`src/rtl/tekbot_drive_fsm.sv`:
```
// -----------------------------------------------------------------------------
// tekbot_drive_fsm
//
// Autonomous drive controller for the TekBot. Drives forward while enabled.
// On a whisker collision it reverses for BACK_CYCLES clocks, then pivots away
// from the obstacle for TURN_CYCLES clocks, then resumes driving forward. Both
// motor enables are gated by a shared PWM speed stage. A manual override
// replaces the direction decode combinationally and parks the FSM in IDLE.
//
// Ports
//   clk          system clock
//   reset        synchronous, active-high reset
//   run          1 = autonomous driving enabled
//   bump_l_n     left whisker, active-low, asynchronous
//   bump_r_n     right whisker, active-low, asynchronous
//   manual_sel   1 = manual override of motor directions
//   manual_ldir  manual left direction, 1 = forward
//   manual_rdir  manual right direction, 1 = forward
//   speed        PWM duty setting (all-ones = always on, 0 = always off)
//   Len, Ren     motor enables
//   Ldir, Rdir   motor directions, 1 = forward
//   state        IDLE=0, FWD=1, BACK=2, TURN=3
//   turn_right   pending/active pivot direction
//   bump_cnt     saturating count of accepted bumps
// -----------------------------------------------------------------------------
module tekbot_drive_fsm #(
  parameter int BACK_CYCLES = 50_000_000,
  parameter int TURN_CYCLES = 25_000_000,
  parameter int CNT_W       = 27,
  parameter int PWM_W       = 8,
  parameter int EVT_W       = 8
) (
  input  logic             clk,
  input  logic             reset,
  input  logic             run,
  input  logic             bump_l_n,
  input  logic             bump_r_n,
  input  logic             manual_sel,
  input  logic             manual_ldir,
  input  logic             manual_rdir,
  input  logic [PWM_W-1:0] speed,
  output logic             Len,
  output logic             Ren,
  output logic             Ldir,
  output logic             Rdir,
  output logic [1:0]       state,
  output logic             turn_right,
  output logic [EVT_W-1:0] bump_cnt
);

  localparam logic [1:0] S_IDLE = 2'd0;
  localparam logic [1:0] S_FWD  = 2'd1;
  localparam logic [1:0] S_BACK = 2'd2;
  localparam logic [1:0] S_TURN = 2'd3;

  // The timer counts down to zero inclusive, so loading N-1 gives N clocks.
  localparam logic [CNT_W-1:0] BACK_LOAD = CNT_W'(BACK_CYCLES - 1);
  localparam logic [CNT_W-1:0] TURN_LOAD = CNT_W'(TURN_CYCLES - 1);

  // Registered state
  logic [1:0]       sync_l_q, sync_r_q;
  logic [PWM_W-1:0] pwm_cnt_q;
  logic [1:0]       state_q,      state_d;
  logic [CNT_W-1:0] timer_q,      timer_d;
  logic             turn_right_q, turn_right_d;
  logic             toggle_q,     toggle_d;   // pivot choice for the next both-whisker bump
  logic [EVT_W-1:0] bump_cnt_q,   bump_cnt_d;

  logic bump_l, bump_r;
  logic pwm_on;

  // A synchronized 0 means the whisker is pressed.
  assign bump_l = ~sync_l_q[1];
  assign bump_r = ~sync_r_q[1];

  // All-ones is treated as full duty; the plain compare would leave one gap
  // per PWM period.
  assign pwm_on = (speed == {PWM_W{1'b1}}) || (pwm_cnt_q < speed);

  // ---------------------------------------------------------------------------
  // Next-state logic
  // ---------------------------------------------------------------------------
  always_comb begin
    // NOTE: every variable gets a default before any branch, so no path can
    // leave it unassigned and infer a latch.
    state_d      = state_q;
    timer_d      = timer_q;
    turn_right_d = turn_right_q;
    toggle_d     = toggle_q;
    bump_cnt_d   = bump_cnt_q;

    if (!run || manual_sel) begin
      // Disable or override aborts any manoeuvre and leaves no residual timer.
      state_d = S_IDLE;
      timer_d = '0;
    end else begin
      case (state_q)
        S_IDLE: state_d = S_FWD;

        S_FWD: begin
          if (bump_l || bump_r) begin
            state_d = S_BACK;
            timer_d = BACK_LOAD;
            if (!(&bump_cnt_q)) bump_cnt_d = bump_cnt_q + EVT_W'(1);
            if (bump_l && bump_r) begin
              // Head-on: alternate pivot direction so the robot cannot get
              // stuck repeating the same escape.
              turn_right_d = toggle_q;
              toggle_d     = ~toggle_q;
            end else begin
              // Pivot away from the side that was hit.
              turn_right_d = bump_l;
            end
          end
        end

        S_BACK: begin
          if (timer_q == '0) begin
            state_d = S_TURN;
            timer_d = TURN_LOAD;
          end else begin
            timer_d = timer_q - CNT_W'(1);
          end
        end

        S_TURN: begin
          if (timer_q == '0) state_d = S_FWD;
          else               timer_d = timer_q - CNT_W'(1);
        end

        default: state_d = S_IDLE;
      endcase
    end
  end

  // ---------------------------------------------------------------------------
  // Registers
  // ---------------------------------------------------------------------------
  always_ff @(posedge clk) begin
    // NOTE: reset is synchronous here; it is only seen on a rising clock edge.
    if (reset) begin
      sync_l_q     <= 2'b11;
      sync_r_q     <= 2'b11;
      pwm_cnt_q    <= '0;
      state_q      <= S_IDLE;
      timer_q      <= '0;
      turn_right_q <= 1'b1;
      toggle_q     <= 1'b1;
      bump_cnt_q   <= '0;
    end else begin
      sync_l_q     <= {sync_l_q[0], bump_l_n};
      sync_r_q     <= {sync_r_q[0], bump_r_n};
      pwm_cnt_q    <= pwm_cnt_q + PWM_W'(1);
      state_q      <= state_d;
      timer_q      <= timer_d;
      turn_right_q <= turn_right_d;
      toggle_q     <= toggle_d;
      bump_cnt_q   <= bump_cnt_d;
    end
  end

  // ---------------------------------------------------------------------------
  // Motor output decode (combinational; manual override wins)
  // ---------------------------------------------------------------------------
  always_comb begin
    Len  = pwm_on;
    Ren  = pwm_on;
    Ldir = 1'b1;
    Rdir = 1'b1;
    if (manual_sel) begin
      Ldir = manual_ldir;
      Rdir = manual_rdir;
    end else begin
      case (state_q)
        S_IDLE: begin
          Len = 1'b0;
          Ren = 1'b0;
        end
        S_BACK: begin
          Ldir = 1'b0;
          Rdir = 1'b0;
        end
        S_TURN: begin
          Ldir = turn_right_q;
          Rdir = ~turn_right_q;
        end
        default: ;
      endcase
    end
  end

  assign state      = state_q;
  assign turn_right = turn_right_q;
  assign bump_cnt   = bump_cnt_q;

endmodule

```
`config.mk`:
```
export PLATFORM = sky130hd
export DESIGN_NAME = tekbot_drive_fsm
export DESIGN_NICKNAME = d
export VERILOG_FILES = /design/src/rtl/tekbot_drive_fsm.sv
export SDC_FILE = /design/constraint.sdc
export NUM_CORES = 1
export LEC_CHECK = 0
export ABC_AREA = 1
export ABC_CLOCK_PERIOD_IN_PS = 1750
export CORE_MARGIN = 3
export CORE_UTILIZATION = 50
export CTS_BUF_LIST = sky130_fd_sc_hd__clkbuf_8 sky130_fd_sc_hd__clkbuf_16
export CTS_CLUSTER_DIAMETER = 120
export CTS_CLUSTER_SIZE = 25
export DETAILED_ROUTE_END_ITERATION = 8
export PLACE_DENSITY = 0.71
export SYNTH_ARGS = -nofsm -noshare
export SYNTH_HDL_FRONTEND = slang
export SYNTH_SLANG_ARGS = --single-unit
```
`constraint.sdc`:
```
create_clock -name clk -period 1.75 [get_ports clk]
set_clock_uncertainty 0.1 [all_clocks]
set_input_delay 0.2625 -clock clk [delete_from_list [all_inputs] [get_ports clk]]
set_output_delay 0.2625 -clock clk [all_outputs]
set_load 0.1 [all_outputs]
```
# Yosys cells after proc, flatten, opt, wreduce, memory -nomap -nowiden
# Cells that the tools add are included.
# word_totals
regBits	51
latch_bits	0
mem_bits_rw	0
romBits	0
out_inout_bits	15
memories	0
# classes
n_addsub	3
n_mul	0
div_mod_pow	0
magnitude_cmp	1
eq_ne	8
shift	0
muxes	15
bitwise	6
reduce_logical	15
# op_table
op	n
$mux 27	3
$pmux 27 s3	1
$logic_not 27->1	1
$sub 27x1->27 const B	1
$add 8x1->8 const B	2
$reduce_and 3->1	3
$eq 8x8->1 const B	1
$lt 8x8->1	1
$ne 2x2->1 const B	4
$pmux 2 s4	1
$reduce_and 4->1	2
$reduce_and 8->1	1
$mux 2	3
$not 1->1	6
$mux 1	5
$eq 2x2->1 const B	2
$pmux 1 s2	2
$logic_or 1x1->1	3
$reduce_bool 3->1	1
$eq 2x1->1 const B	1
$logic_not 2->1	1
$reduce_or 2->1	1
$logic_and 1x1->1	1
$logic_not 1->1	1

# Longest topological paths before layout
# Gate-level depths: netlist of run 1.
# logic_depth
ltp_word	4
depth_mapped	13
mapped_depth_nobuf	13

# Least setup slack after synthesis of run 1
# No wires, ideal clock.
# synth_timing
kind	register to output
startpoint	reg state_q[0], in the netlist state[0]
endpoint	out Ren
t_arrival_ns	3.561
path_slack_ns	-2.173
path_stages_with_launch	5
n_path_buf	1
cell_sequence	dfxtp_1 inv_1 ha_1 a22oi_1 buf_4
# synth_between
elab_chain_len	3
# synth_lines
item	line	rtl
from (decl)	63	logic [1:0] state_q, state_d;
from (signal assigned)	154	state_q <= state_d;
$logic_not 2->1	-	
$mux 1 (2 in series)	-	
to (decl)	43	output logic Ren,
# No other way between the ends.

# Worst setup path in the final report of run 1
# layout_timing
startpoint	reg pwm_cnt_q[1]
endpoint	out Len
# layout_between
elab_chain_len	4
# layout_lines
item	line	rtl
from (decl)	62	logic [PWM_W-1:0] pwm_cnt_q;
from (signal assigned)	153	pwm_cnt_q <= pwm_cnt_q + PWM_W'(1);
$lt 8x8->1 (*)	78	assign pwm_on = (speed == {PWM_W{1'b1}}) || (pwm_cnt_q < speed);
$logic_or 1x1->1 (*)	78	
$mux 1	174	case (state_q)
$mux 1 (*)	170	if (manual_sel) begin
to (decl)	42	output logic Len,
# Mark *: on every way between the ends. The rest lies on a longest branch, timed or not.

==> flow_summary_export.csv, run 1 <==
group,metric,value,unit
sta,finalWorstSetupSlack,-372,ps
power_and_ir_drop,power_density,556,nW/um^2
outcome,outcome,"complete, but fails checks",
die,dieArea,7180,sq um
critical_path,crit_path_end_kind,"output port",
job,cap_violations,0,
synth,syn_inst,471,
cells_and_area,finalInstanceArea,5150,sq um
drt,vias,3870,
clock_tree,cts.reportedPaths.clkPinSlew,100,ps
drt,routed_wl,11600,um
sta,setup_viol,33,
critical_path,regToRegStartpoint,"timer_q[5]",
drt,drc,0,
sta,hold_viol,0,
outcome,violations,"negative setup slack",
die,num_rows,28,
global_routing,antenna_found_initial,0,
place,dpl_worst_slack,-540,ps
clock_tree,cts_buffer_depth,2,
cells_and_area,drive_gt1_share,43.9,%
clock_tree,clock_sinks,51,
drt,detail_route.wl_per_cell,17.5,um
synth,yosysUniqueCellTypes,37,
synth,yosysTopAreaCell,"dfxtp_1",
critical_path,critical_path_required,1390,ps
critical_path,crit-reg2reg-capture,"timer_q[25]",
cells_and_area,diodes,0,
hold_path,hold_depth,1,
global_routing,grt_use_total,26.1,%
drt,ant_nets,0,
clock_tree,cts_root_buffer,"clkbuf_8",
drt,dr.pass1.iters,7,
sta,worstMarginPinSlew,438,ps
drt,drt_iter0_markers,339,
cells_and_area,nets,621,
die,die_h,84.7,um
synth,ys_seq_area_share,32.9,%
synth,yosysWarningCount,0,
critical_path,startpoint_type,"flop",
critical_path,crit_path_end,"Len",
sta,holdWs,321,ps
place,dp_hpwl,6680,um
clock_tree,clk_latency,320,ps
synth,synth-seq-cells,51,
clock_tree,numCtsBuffers,5,
global_routing,grt_pass1_vias,3514,
critical_path,r2r_slack,-170,ps
place,io_buffers,30,
cells_and_area,final_util,86.5,%
power_and_ir_drop,p_leak,2.43,nW
die,pin_count,31,
synth,synthTopCellsByArea,"dfxtp_1 (33%), nand2_1 (12%), nor2_1 (8.4%), inv_1 (8.2%), ha_1 (6.5%)",
global_routing,grt_overflow,0,
clock_tree,cts_hold_buf,0,
place,place_congestion,0.915,
cells_and_area,fillers,316,
synth,synth_area,3100,sq um
critical_path,worstSetupPathType,"reg2out",
critical_path,arrival,1760,ps
sta,slew_headroom,70.8,%
hold_path,hold_class,"reg2reg",
global_routing,grt_max_degree,18,
die,start_util,52.0,%
sta,fin_setup_tns,-3200,ps
synth,synth_top_area_share,32.9,%
place,placed_area,4240,sq um
power_and_ir_drop,peakVddDrop,0.000519,V
global_routing,grt_pass1_wl,15400,um
critical_path,cp-startpoint,"pwm_cnt_q[1]",
cells_and_area,syn2layout_area_growth,66.3,%
clock_tree,htreeDepth,2,
sta,rsz0062_at_grt,"true",
drt,via_per_inst,5.82,
die,die_w,84.7,um
critical_path,r2r_cells,11,
sta,fin_crit_sh,121,%
synth,synth.net_count,503,
sta,timing.final.crit_period,2120,ps
sta,drv_slew,0,
synth,syn_area_per_cell,6.58,sq um
critical_path,crit_fanout,2,
clock_tree,cts_tree,"yes",
die,core-area,5960,sq um
sta,fmax,471,MHz
[how the worst min path moves through the flow]
stage	start	slack (ps)	end
4_1_cts	sync_r_q[0]	320	sync_r_q[1]
3_5_place_dp	sync_r_q[0]	290	sync_r_q[1]
2_1_floorplan	bump_l_n	270	sync_l_q[0]
6_report	sync_r_q[0]	320	sync_r_q[1]
3_3_place_gp	sync_l_q[0]	290	sync_l_q[1]
5_1_grt	sync_r_q[0]	350	sync_r_q[1]
[logic make-up (layout without fill, tap and decap cells)]
kind of cell	Yosys count	count (layout)	share of synthesized area, %
AOI/OAI and AO/OA	63	63	11.4
xor gates and xnor gates	11	11	3.11
adders and majority gates	16	16	6.46
buffers and inverters	80	198	10.3
DFF	51	51	32.9
and+or+nand+nor	250	251	35.8
[layer usage]
layer / vias to the layer above / part of all wire [%] / GRT usage (%)
met5: - / 0 / 0
met4: 0 / 6.7 / 11.5
met3: 81 / 6.1 / 4.51
met2: 208 / 51 / 48.5
met1: 1822 / 37 / 28.8
li1: 1759 / - / -
[cell type report]
| class | instances | area [sq um] | share of cell area, % |
|---|---|---|---|
| Clock inverter | 3 | 22.5 | 0.437 |
| Clock buffer | 5 | 68.8 | 1.34 |
| Multi-Input combinational cell | 341 | 2380 | 46.1 |
| Timing Repair Buffer | 118 | 1220 | 23.6 |
| Sequential cell | 51 | 1060 | 20.6 |
| Timing Repair inverter | 1 | 8.76 | 0.170 |
| Tap cell | 75 | 93.8 | 1.82 |
| Inverter | 71 | 304 | 5.90 |
[layout by cell type, fill, tap and decap left out, types with 4 or more instances in the layout]
cell type	count
a21oi_1	16
a21oi_2	11
buf_12	18
buf_4	72
buf_6	9
clkbuf_8	5
clkdlybuf4s50_1	7
dfxtp_1	33
dfxtp_2	10
dfxtp_4	8
dlygate4sd2_1	7
ha_1	4
ha_4	10
inv_1	55
inv_2	6
inv_4	8
nand2_1	83
nand2_2	17
nand2_8	4
nand3_1	23
nand3_2	15
nand4_1	17
nor2_1	47
nor2_2	11
nor2_4	15
o21ai_0	7
o21ai_2	12
or2_2	4
xnor2_1	4
xor2_1	7
[registers in the layout (all words and copies together), names as in the netlist]
| name | flops |
|---|---|
| state | 2 |
| pwm_cnt_q | 8 |
| timer_q | 27 |
| sync_r_q | 2 |
| bump_cnt | 8 |
| toggle_q | 1 |
| turn_right | 1 |
| sync_l_q | 2 |
[power by group]
| part | switching [mW] | internal [mW] |
|---|---|---|
| sequential | 0.0227 | 1.17 |
| combinational | 0.542 | 0.398 |
| clock | 0.445 | 0.288 |
[critical path: stages, from the launching register on]
cell and delay (ps):
dfxtp_2 370, ha_4 200, o21ai_2 50, nand2_1 70
nand3_1 60, nand2_1 60, nand4_1 70, nand2_1 80
a22oi_2 280, buf_12 220
[what timing repair did]
item | 4_1_cts | 5_1_grt
buffers inserted | 10 | 17
gates cloned | 1 | 3
endpoints found under the setup margin | 30 | 35
pin swaps | 20 | 58
resized for setup | 47 | 120
[synth_stat cells]
master	count
a21o_1	1
a21oi_1	29
a22o_1	1
a22oi_1	1
a31oi_1	3
and2_1	1
buf_2	3
buf_4	2
buf_6	1
clkbuf_1	3
dfxtp_1	51
ha_1	16
inv_1	68
inv_2	3
nand2_1	100
nand2_2	4
nand2_4	1
nand3_1	40
nand3_2	1
nand4_1	17
nand4_2	1
nor2_1	69
nor2_2	4
nor3_1	3
nor3b_1	1
nor4_1	2
nor4_2	1
o21a_1	2
o21ai_0	14
o21ai_1	8
o21ai_4	1
o21bai_1	2
o311ai_0	1
or2_2	4
or3_1	1
xnor2_1	4
xor2_1	7
[per-stage QoR]
stage / cells / total power, mW
6_report: 665 / 2.87
5_1_grt: 665 / 2.97
4_1_cts: 647 / 2.63
3_5_place_dp: 628 / 1.88
3_3_place_gp: 628 / 1.86
2_1_floorplan: 471 / 1.63
Note: power is estimated with default switching activity, not from simulation.
==> run 2, diff against run 1 <==
- CORE_UTILIZATION: 50 -> 30
- MAX_ROUTING_LAYER: unset -> met4
- PLACE_DENSITY: 0.71 -> 0.47
- SLEW_MARGIN: unset -> 20
==> run 2 against run 1 <==
The flow still finishes with violations (negative setup slack). Register-to-register slack gained 150 ps. Global-route usage shrank 8.2 points. Critical path depth is the same. Flip-flop and latch count is the same. Sequential share of layout area shrank 0.58 points. Critical endpoint unchanged.
==> flow_summary_export.csv, run 2 (same netlist as run 1, synthesis figures left out) <==
group,metric,value,unit
clock_tree,cts_tree,"yes",
die,die_w,108,um
drt,met1_length,4130,um
critical_path,path_common_cell,"nand2_1",
clock_tree,cts.reportedPaths.clkPinSlew,100,ps
cells_and_area,drive_gt1_share,46.2,%
cells_and_area,largest_reg_flops,27,
sta,setup_viol,11,
outcome,outcome,"complete, but fails checks",
sta,worstMarginPinSlew,428,ps
sta,drv_slew,0,
cells_and_area,final_cell_mix,"nand2_1 (84), buf_4 (75), inv_1 (53), nor2_1 (43), dfxtp_1 (29)",
place,io_buffers,30,
drt,wl_met3,355,um
drt,ant_nets,0,
sta,holdWs,317,ps
clock_tree,cts_hold_buf,0,
sta,fmax,486,MHz
critical_path,cpMaxStageDelayCell,"dfxtp_2",
global_routing,grt_max_degree,19,
global_routing,grt_overflow,0,
critical_path,startpoint_type,"flop",
drt,drc,0,
cells_and_area,syn2layout_area_growth,71.9,%
drt,detail_route.wl_per_cell,13.6,um
power_and_ir_drop,p_total,3.10,mW
critical_path,cp-startpoint,"pwm_cnt_q[1]",
sta,finalWorstSetupSlack,-308,ps
sta,slew_headroom,71.5,%
die,num_rows,36,
clock_tree,htreeDepth,2,
critical_path,worstSetupPathType,"reg2out",
critical_path,arrival,1700,ps
global_routing,grt_pass1_vias,3431,
die,dieArea,11600,sq um
drt,drt_iter0_markers,72,
clock_tree,cts_root_buffer,"clkbuf_8",
global_routing,grt_pass1_wl,16000,um
cells_and_area,final_common_cell,"nand2_1",
critical_path,critical_path_required,1390,ps
job,cap_violations,0,
hold_path,min_from,"sync_l_q[0]",
power_and_ir_drop,power_density,581,nW/um^2
drt,highest_layer,"met4",
power_and_ir_drop,p_leak,2.48,nW
clock_tree,numCtsBuffers,5,
die,core-area,9910,sq um
hold_path,hold_class,"reg2reg",
clock_tree,cts_buffer_depth,2,
drt,via_per_inst,4.75,
sta,hold_viol,0,
die,pin_count,31,
global_routing,antenna_found_initial,0,
cells_and_area,fin_cells,726,
place,placed_cells,696,
drt,dr.pass1.iters,4,
sta,rsz0062_at_grt,"true",
drt,vias,3449,
outcome,violations,"negative setup slack",
place,dpl_worst_slack,-492,ps
cells_and_area,top_register,"timer_q",
critical_path,regToRegStartpoint,"timer_q[17]",
power_and_ir_drop,peakVddDrop,0.000352,V
cells_and_area,nets,624,
sta,fin_crit_sh,118,%
die,die_h,108,um
clock_tree,clk_latency,310,ps
cells_and_area,diodes,0,
clock_tree,clock_sinks,51,
critical_path,path_cells,"ha_4 -> o21ai_2 -> nand2_1 -> nand3_1 -> nand2_1 -> nand4_1 -> nand2_1 -> a22oi_2 -> buf_12",
place,place_congestion,0.911,
critical_path,crit_fanout,2,
critical_path,crit_path_end_kind,"output port",
place,dp_hpwl,7140,um
sta,timing.final.crit_period,2060,ps
global_routing,grt_use_total,18.0,%
die,start_util,31.3,%
critical_path,cpPeakStageDelay,360,ps
drt,wl_met2,5130,um
drt,routed_wl,9880,um
run 2: cell types whose count changed in the layout (fill, tap and decap cells not counted), sizes merged:
cell           previous run  this run
buf                     102       107
bufinv                    0         2
clkbuf                    6         5
clkdlybuf4s50             7         8
clkinv                    3         1
dlymetal6s2s              1         0
inv                      72        71
run 2: final timing paths:
path / endpoint / slack [ps] / cells after the start
setup / recovery: Len / -310 / 9
hold / removal: sync_l_q[1] / 320 / 1
hold reg to reg: sync_l_q[1] / 320 / 1
setup reg to reg: timer_q[17] / -20 / 10
run 2: report_power, final:
part	internal, mW	switching [mW]
Combinational	0.402	0.506
Sequential	1.17	0.0216
Clock	0.567	0.428
Total	2.14	0.956
run 2: critical path: cells and delay by family (launching register included):
kind	cells	cell delay [ps]
buffers and inverters	1	220
DFF	1	360
and+or+nand+nor	5	310
adders and majority gates	1	190
AOI/OAI and AO/OA	2	300
run 2: final cells by class:
| class | instances | area (sq um) |
|---|---|---|
| clock buffers | 5 | 68.8 |
| clock inverters | 3 | 63.8 |
| fillers | 957 | 4580 |
| inverters | 71 | 304 |
| multi-input cells | 341 | 2390 |
| flip-flops and latches | 51 | 1070 |
| well taps | 133 | 166 |
| repair buffers | 122 | 1260 |
run 2: metrics by stage:
step | utilization (%) | TNS, ps | instance area, sq um
floorplan | - | -1270 | 3300
global placement | 44.2 | -2490 | 4380
detailed placement | 44.2 | -2780 | 4380
CTS | 50.5 | -3090 | 5000
global route | 53.8 | -3100 | 5330
finish | 53.8 | -719 | 5330
run 2: repair_timing:
item	in CTS	in global routing
setup buffers	17	5
pin swaps	45	42
gates cloned	2	0
endpoints found under the setup margin	31	41
gates resized for setup	97	84
run 2: layer usage:
metal / vias to the layer above / global-route usage, %
li1: 1773 / -
met1: 1579 / 20.3
met2: 76 / 32.9
met3: 21 / 2.46
met4: 0 / 5.14
met5: - / -
==> run 3, diff against run 2 <==
- CORE_MARGIN: 3 -> 5
- RECOVER_POWER: unset -> 50
==> run 3 against run 2 <==
The run still ends with negative setup slack left. Non-clock buffer count decreased by 10. First-iteration DRC count increased by 81%. Power decreased by 5.0%. Register-to-register slack got worse by 60 ps. Die area increased by 7.6%. Combinational power decreased by 6.2%. Count of clock-buffer cells in the layout unchanged. Utilization decreased by 3.8 points. Cell area decreased by 4.4%. Critical path depth decreased by 1. Global-route usage decreased by 2.4 points. Flip-flop and latch count unchanged. Largest power group unchanged.
==> flow_summary_export.csv, run 3 (same netlist as run 1, synthesis figures left out) <==
group,metric,value,unit
sta,slew_headroom,63.9,%
sta,fin_crit_sh,119,%
critical_path,regToRegStartpoint,"timer_q[1]",
critical_path,cp-startpoint,"speed[4]",
drt,detail_route.wl_per_cell,13.4,um
power_and_ir_drop,peakVddDrop,0.000323,V
clock_tree,numCtsBuffers,5,
die,die_w,112,um
critical_path,crit-reg2reg-capture,"timer_q[18]",
cells_and_area,fillers,1050,
drt,drt_iter0_markers,130,
cells_and_area,syn2layout_area_growth,64.4,%
clock_tree,cts_buffer_depth,2,
die,die_h,112,um
clock_tree,clock_sinks,51,
cells_and_area,fin_cells,719,
global_routing,grt_pass1_vias,3365,
critical_path,crit_path_end,"Ren",
clock_tree,clk_latency,320,ps
drt,dr.pass1.iters,4,
critical_path,critical_path_required,1390,ps
power_and_ir_drop,p_leak,2.37,nW
critical_path,worstSetupPathType,"in2out",
clock_tree,cts_root_buffer,"clkbuf_8",
die,num_rows,37,
critical_path,crit_path_end_kind,"output port",
place,dpl_worst_slack,-480,ps
outcome,outcome,"complete, but fails checks",
critical_path,arrival,1720,ps
sta,drv_slew,0,
sta,hold_viol,0,
cells_and_area,diodes,0,
drt,vias,3414,
drt,via_per_inst,4.75,
outcome,violations,"negative setup slack",
cells_and_area,final_cell_mix,"nand2_1 (82), buf_4 (65), inv_1 (53), nor2_1 (46), dfxtp_1 (36)",
place,placed_area,4320,sq um
place,io_buffers,30,
critical_path,r2r_slack,-80,ps
cells_and_area,largest_reg_flops,27,
cells_and_area,nets,614,
sta,worstMarginPinSlew,543,ps
place,dp_hpwl,6950,um
global_routing,grt_use_total,15.6,%
drt,ant_nets,0,
sta,finalWorstSetupSlack,-332,ps
cells_and_area,top_register,"timer_q",
clock_tree,htreeDepth,2,
cells_and_area,drive_gt1_share,43.1,%
cells_and_area,finalInstanceArea,5090,sq um
job,cap_violations,0,
critical_path,startpoint_type,"primary input",
drt,drc,0,
power_and_ir_drop,power_density,578,nW/um^2
place,placed_cells,690,
critical_path,crit_fanout,2,
cells_and_area,final_common_cell,"nand2_1",
sta,rsz0062_at_grt,"true",
global_routing,grt_overflow,0,
global_routing,grt_max_degree,19,
die,dieArea,12500,sq um
die,start_util,30.4,%
drt,routed_wl,9660,um
global_routing,antenna_found_initial,0,
critical_path,r2r_cells,13,
place,place_congestion,0.882,
global_routing,grt_pass1_wl,15700,um
die,pin_count,31,
sta,timing.final.crit_period,2080,ps
cells_and_area,final_util,50.0,%
sta,fmax,480,MHz
hold_path,hold_class,"reg2reg",
sta,setup_viol,20,
clock_tree,cts_tree,"yes",
die,core-area,10200,sq um
clock_tree,cts.reportedPaths.clkPinSlew,110,ps
run 3: cell count changes in the layout (fill, tap and decap cells not counted), moves of 4 or more:
cell,previous run,this run
nor2_2,20,16
dfxtp_2,14,8
dfxtp_1,29,36
buf_4,75,65
buf_12,20,14
clkbuf_2,0,4
run 3: layout make-up:
class                   instances  area, sq um  share of cell area, %
inverters                      71          297                   5.82
clock buffers                   5         68.8                   1.35
well taps                     136          170                   3.34
flip-flops and latches         51         1060                   20.8
multi-input cells             341         2370                   46.5
repair buffers                112         1080                   21.3
clock inverters                 3         47.5                  0.933
run 3: power by group:
part           internal (mW)  switching (mW)  total (mW)
clock                  0.435           0.461       0.896
combinational          0.368           0.484       0.853
sequential              1.17          0.0203        1.19
total                   1.98           0.966        2.94
run 3: what timing repair did:
item / in CTS / in global routing
resized for setup: 81 / 82
hold endpoints to repair: 0 / 0
endpoints found under the setup margin: 31 / 41
pin swaps: 39 / 42
hold buffers: 0 / 0
setup buffers: 16 / 9
gates cloned: 2 / 0
run 3: worst min-delay path by stage:
stage	to	cells after the start	from
finish	sync_r_q[1]	1	sync_r_q[0]
floorplan	sync_l_q[0]	1	bump_l_n
global placement	sync_r_q[1]	1	sync_r_q[0]
global route	sync_r_q[1]	1	sync_r_q[0]
CTS	sync_r_q[1]	1	sync_r_q[0]
detailed placement	sync_r_q[1]	1	sync_r_q[0]
run 3: metrics by stage:
step,TNS (ps),power [mW],hold slack (ps)
floorplan,-1270,1.63,266
global placement,-3440,1.89,296
detailed placement,-3230,1.89,296
CTS,-4070,2.86,324
global route,-4950,3.09,331
finish,-1490,2.94,325
run 3: per-layer routing:
metal	track usage, %	wire length [um]	vias to the layer above
li1	-	-	1748
met1	18.2	4100	1580
met2	27.5	5050	69
met3	2.23	312	17
met4	5.03	198	0
met5	-	0	-
run 3: critical path, stage by stage:
cell and delay (ps):
clkdlybuf4s50_1 450, inv_1 50, ha_2 180, a21oi_2 110
o21a_1 130, nand2_1 60, a22oi_2 250, buf_12 220
